**src/rtl/dvi_tmds_encoder.sv**
```systemverilog
// DVI 1.0 TMDS encoder for 1-bit RGB: two-stage pipeline, per-channel running disparity.
// Optional sticky disparity monitor (disp_err_o) enabled by defining TMDS_DISP_MON_EN.
module dvi_tmds_encoder #(
    parameter bit         SYNC_ACTIVE_LOW = 1'b1,
    parameter logic [7:0] COLOR_ON        = 8'hFF
) (
    input  logic       clk_i,
    input  logic       rst_i,
    input  logic       red_i,
    input  logic       green_i,
    input  logic       blue_i,
    input  logic       hsync_i,
    input  logic       vsync_i,
    input  logic       de_i,
    output logic [9:0] tmds_red_o,
    output logic [9:0] tmds_green_o,
    output logic [9:0] tmds_blue_o
`ifdef TMDS_DISP_MON_EN
    ,
    output logic       disp_err_o
`endif
);

    localparam logic [9:0] TOK_00 = 10'b1101010100;
    localparam logic [9:0] TOK_01 = 10'b0010101011;
    localparam logic [9:0] TOK_10 = 10'b0101010100;
    localparam logic [9:0] TOK_11 = 10'b1010101011;

    // Transition-minimising stage: q_m[8] = 1 marks the XOR chain.
    function automatic logic [8:0] encode_qm(input logic [7:0] d);
        logic [3:0] n1d;
        logic       use_xnor;
        logic [8:0] q;
        n1d      = 4'($countones(d));
        use_xnor = (n1d > 4'd4) || ((n1d == 4'd4) && !d[0]);
        q        = '0;
        q[0]     = d[0];
        for (int unsigned i = 1; i < 8; i++) begin
            q[i] = use_xnor ? ~(q[i-1] ^ d[i]) : (q[i-1] ^ d[i]);
        end
        q[8] = ~use_xnor;
        return q;
    endfunction

    // Channel index: 0 = blue, 1 = green, 2 = red.
    logic [2:0] color;
    logic [8:0] qm_c  [3];
    logic [3:0] n1_c  [3];
    logic       hs_act, vs_act;

    always_comb begin
        color  = {red_i, green_i, blue_i};
        hs_act = SYNC_ACTIVE_LOW ? ~hsync_i : hsync_i;
        vs_act = SYNC_ACTIVE_LOW ? ~vsync_i : vsync_i;
        for (int unsigned ch = 0; ch < 3; ch++) begin
            qm_c[ch] = encode_qm(color[ch] ? COLOR_ON : '0);
            n1_c[ch] = 4'($countones(qm_c[ch][7:0]));
        end
    end

    logic [8:0] qm_s1 [3];
    logic [3:0] n1_s1 [3];
    logic [3:0] n0_s1 [3];
    logic       de_s1, c0_s1, c1_s1;

    always_ff @(posedge clk_i) begin
        if (rst_i) begin
            for (int unsigned ch = 0; ch < 3; ch++) begin
                qm_s1[ch] <= '0;
                n1_s1[ch] <= '0;
                n0_s1[ch] <= '0;
            end
            de_s1 <= 1'b0;
            c0_s1 <= 1'b0;
            c1_s1 <= 1'b0;
        end else begin
            for (int unsigned ch = 0; ch < 3; ch++) begin
                qm_s1[ch] <= qm_c[ch];
                n1_s1[ch] <= n1_c[ch];
                n0_s1[ch] <= 4'd8 - n1_c[ch];
            end
            de_s1 <= de_i;
            c0_s1 <= hs_act;
            c1_s1 <= vs_act;
        end
    end

    logic signed [4:0] cnt_q  [3];
    logic        [9:0] tmds_q [3];
    logic        [9:0] q_c    [3];
    // One extra bit so an out-of-range update is observable before truncation.
    logic signed [5:0] nxt_c  [3];
    logic signed [5:0] n1s, n0s, diff, cur;
    logic        [9:0] tok;
    logic              qm8;

    always_comb begin
        n1s  = '0;
        n0s  = '0;
        diff = '0;
        cur  = '0;
        tok  = TOK_00;
        qm8  = 1'b0;
        for (int unsigned ch = 0; ch < 3; ch++) begin
            qm8  = qm_s1[ch][8];
            n1s  = signed'({2'b00, n1_s1[ch]});
            n0s  = signed'({2'b00, n0_s1[ch]});
            diff = n1s - n0s;
            cur  = signed'({cnt_q[ch][4], cnt_q[ch]});
            tok  = TOK_00;
            if (ch == 0) begin
                case ({c1_s1, c0_s1})
                    2'b00:   tok = TOK_00;
                    2'b01:   tok = TOK_01;
                    2'b10:   tok = TOK_10;
                    default: tok = TOK_11;
                endcase
            end
            if (!de_s1) begin
                q_c[ch]   = tok;
                nxt_c[ch] = '0;
            end else if ((cnt_q[ch] == 5'sd0) || (n1_s1[ch] == n0_s1[ch])) begin
                q_c[ch]   = {~qm8, qm8, qm8 ? qm_s1[ch][7:0] : ~qm_s1[ch][7:0]};
                nxt_c[ch] = cur + (qm8 ? diff : -diff);
            end else if (((cnt_q[ch] > 5'sd0) && (n1_s1[ch] > n0_s1[ch])) ||
                         ((cnt_q[ch] < 5'sd0) && (n0_s1[ch] > n1_s1[ch]))) begin
                q_c[ch]   = {1'b1, qm8, ~qm_s1[ch][7:0]};
                nxt_c[ch] = cur + (qm8 ? 6'sd2 : 6'sd0) - diff;
            end else begin
                q_c[ch]   = {1'b0, qm8, qm_s1[ch][7:0]};
                nxt_c[ch] = cur - (qm8 ? 6'sd0 : 6'sd2) + diff;
            end
        end
    end

    always_ff @(posedge clk_i) begin
        if (rst_i) begin
            for (int unsigned ch = 0; ch < 3; ch++) begin
                tmds_q[ch] <= TOK_00;
                cnt_q[ch]  <= '0;
            end
        end else begin
            for (int unsigned ch = 0; ch < 3; ch++) begin
                tmds_q[ch] <= q_c[ch];
                cnt_q[ch]  <= nxt_c[ch][4:0];
            end
        end
    end

    assign tmds_blue_o  = tmds_q[0];
    assign tmds_green_o = tmds_q[1];
    assign tmds_red_o   = tmds_q[2];

`ifdef TMDS_DISP_MON_EN
    logic err_c;
    logic disp_err_q;

    always_comb begin
        err_c = 1'b0;
        for (int unsigned ch = 0; ch < 3; ch++) begin
            if (de_s1 && ((nxt_c[ch] > 6'sd10) || (nxt_c[ch] < -6'sd10) || nxt_c[ch][0])) begin
                err_c = 1'b1;
            end
        end
    end

    always_ff @(posedge clk_i) begin
        if (rst_i) begin
            disp_err_q <= 1'b0;
        end else if (err_c) begin
            disp_err_q <= 1'b1;
        end
    end

    assign disp_err_o = disp_err_q;
`else
    logic unused_cnt_msb;
    assign unused_cnt_msb = ^{nxt_c[0][5], nxt_c[1][5], nxt_c[2][5]};
`endif

endmodule

```
**config.mk**
```make
export PLATFORM = sky130hd
export DESIGN_NAME = dvi_tmds_encoder
export DESIGN_NICKNAME = d
export VERILOG_FILES = /design/src/rtl/dvi_tmds_encoder.sv
export SDC_FILE = /design/constraint.sdc
export NUM_CORES = 1
export LEC_CHECK = 0
export ABC_AREA = 1
export CORE_MARGIN = 2
export CORE_UTILIZATION = 45
export CTS_CLUSTER_SIZE = 8
export DETAILED_ROUTE_END_ITERATION = 7
export PLACE_DENSITY = 0.75
export SYNTH_ARGS = -nofsm -noshare
export SYNTH_HDL_FRONTEND = slang
export SYNTH_SLANG_ARGS = --single-unit
```
**constraint.sdc**
```tcl
create_clock -name clk_i -period 2 [get_ports clk_i]
set_input_delay 0.4 -clock clk_i [delete_from_list [all_inputs] [get_ports clk_i]]
set_output_delay 0.4 -clock clk_i [all_outputs]
set_load 0.1 [all_outputs]
```
==> impl_metrics.toml <==
[clocking]
cts-buffers-inserted = 5
cts.sink_count = 33
clock-root-buffer = "clkbuf_8"
cts-htree-levels = 2
cts.repair_timing.setup_buffer_count = 0
worstSkewPairLatency_ns = 0.29
tritoncts = "yes"
max-clock-path-buffers = 2
clkSlewWorstSetupHoldPaths_ns = 0.07

[global_route]
antenna_found_initial = 0
first_global_vias = 2056
grt.total_usage = 0.178
grt.overflow.total = 0
grt_max_degree = 13
grt_first_pass_wirelength_um = 8800

[cells_and_area]
fin_area_um2 = 3090
num-fill-cells = 487
finish.utilization = 0.567
finish.net_count = 406
post_route_cells_drive_above_1_share = 0.256
multiInputGateArea_um2 = 1610
final_cells = 428
n_antenna_cell = 0
regArea_um2 = 666
flow.area_growth_from_synthesis_pct = 23.4

[power]
power.static_leakage_uw = 0.00151
power_density_relative_to_cell_area_nw_per_um2 = 664
worst_ir_drop_vdd_v = 0.000479

[sta]
hold_viol_final = 0
timing.final.crit_share = 0.978
final_hold_slack_ns = 0.516
report.final.setup_viol = 0
max_freq_mhz = 511
fin_crit_ns = 1.96
final_max_slew_viol_count = 0
setup_total_negative_slack_ns = 0
finalClockSkew_ns = 0.00911
max-slew-margin-rel = 0.741
tightestPinTransition_ns = 0.388

[placement]
post-dp-hpwl_um = 3860
port_buffers = 37
placed_cells_incl_taps = 420
routabilityCongestion = 0.852
post_dp_cell_area_um2 = 2850

[logic_synthesis]
synth_seq_cells = 33
synth.distinct_cells = 29
most_used_flip_flop_cell_after_synthesis = "dfxtp_1"
synth_fp_nets = 373
netlist_area_um2 = 2500
synthMostInstantiatedCell = "inv_1"
asyncSetResetFlopFracSynth = 0
synth_seq_area_share = 0.264
synth.largest_area_cell = "dfxtp_1"
synth_edf_count = 0
synth_top_area_frac = 0.264
synthesis.instances = 322
post_synth_main_area_contributors = "dfxtp_1, ha_1, inv_1"
post_synth_most_frequent_cells = "inv_1, nand2_1, ha_1"
avgSynthCellArea_um2 = 7.76
synthesis_warnings = 0

[setup_path]
timing.setup.critical_path_class = "reg -> reg"
end_kind = "flip-flop"
arrival_time_of_data_at_the_critical_path_endpoint_ns = 2.14
critPathMaxFanout = 4
critPathRequiredTime_ns = 2.18
start_kind = "flip-flop"

[die]
die_width_um = 78.5
die_h_um = 78.5
core_area_um2 = 5440
full_die_area_um2 = 6170
ios = 38
starting_density_of_the_core = 0.460
row_count = 27

[detailed_routing]
drt_pre_antenna_iters = 4
drt-total-wl_um = 5180
drt-vias-per-instance = 4.85
wire_per_inst_um = 12.1
remaining_antenna_violation_count_after_routing = 0
post-route-drc-count = 0
detail_route.iter0.violations = 64
routed_vias = 2077

[min_path]
hp-class = "reg -> reg"

[status]
outcome = "completed"

[job]
maxCapViolCount = 0
layout make-up:
type,count,share of cell area
Tap cell,72,0.0292
Sequential cell,33,0.216
Clock buffer,7,0.0280
Inverter,57,0.0693
Multi-Input combinational cell,208,0.521
Timing Repair Buffer,50,0.127
Clock inverter,1,0.00973
worst max-delay path, cell delays in order, from the launching register on:
cell	delay [ns]
dfxtp_2	0.38
inv_1	0.11
ha_1	0.30
inv_1	0.10
fa_1	0.44
xor2_1	0.17
nand2_1	0.08
nand3_1	0.08
o211ai_1	0.13
inv_1	0.06
power breakdown:
part	leakage, uW	internal (uW)	total (uW)	switching, uW
sequential	0.000272	685	710	24.4
clock	0.0000585	406	657	251
combinational	0.00118	229	682	452
total	0.00151	1320	2050	727
kinds of logic (layout without fill, tap and decap cells):
| kind of cell | Yosys count | count (layout) | synth area share |
|---|---|---|---|
| buf+inv | 81 | 115 | 0.153 |
| flops | 33 | 33 | 0.264 |
| simple gates | 104 | 104 | 0.186 |
| fa+ha+maj | 43 | 43 | 0.233 |
| compound gates | 43 | 43 | 0.100 |
| xor+xnor | 18 | 18 | 0.0631 |
sequential cells by signal, indices dropped and copies added, names as in the netlist:
| signal | cells |
|---|---|
| cnt_q | 12 |
| tmds_q | 12 |
| qm_s1 | 3 |
| n1_s1 | 2 |
| c0_s1 | 1 |
| c1_s1 | 1 |
| de_s1 | 1 |
| n0_s1 | 1 |
what timing repair did:
action	4_1_cts	5_1_grt
gates resized for setup	5	19
pin swaps	0	6
hold buffers	0	0
endpoints found under the setup margin	4	5
metrics by stage:
stage	setup slack [ns]	power [uW]
after floorplan	0.00814	1240
after global placement	0.0203	1340
after detailed placement	-0.0287	1350
after CTS	0.0147	2010
after global routing	-0.0348	2160
final	0.0445	2050
layout by cell type (no fill, tap or decap), types with 3 or more instances in the layout:
cell type         n
inv_1            50
nand2_1          44
buf_4            43
ha_1             29
dfxtp_1          29
nor2_1           23
nand3_1          21
a21oi_1          14
o21ai_0          13
xor2_1           10
xnor2_1           8
ha_4              8
inv_2             7
clkdlybuf4s50_1   7
a21oi_2           6
fa_1              6
clkbuf_8          6
nand3_2           5
o211ai_1          4
dfxtp_2           4
nor2_2            3
final timing paths:
check	startpoint	end	slack (ns)	cells after the start
max reg2reg	qm_s1[0][17]	cnt_q[0][8]	0.04	9
min reg2reg	de_s1	tmds_q[0][6]	0.52	2
max	qm_s1[0][17]	cnt_q[0][8]	0.04	9
min	de_s1	tmds_q[0][6]	0.52	2
metal layers:
metal / track usage / share of wire / vias to the layer above
met5: 0 / 0 / -
met4: 0.0789 / 0.0093 / 0
met3: 0.0368 / 0.045 / 6
met2: 0.323 / 0.53 / 52
met1: 0.198 / 0.42 / 960
li1: - / - / 1059
(Power assumes the default switching activity.)
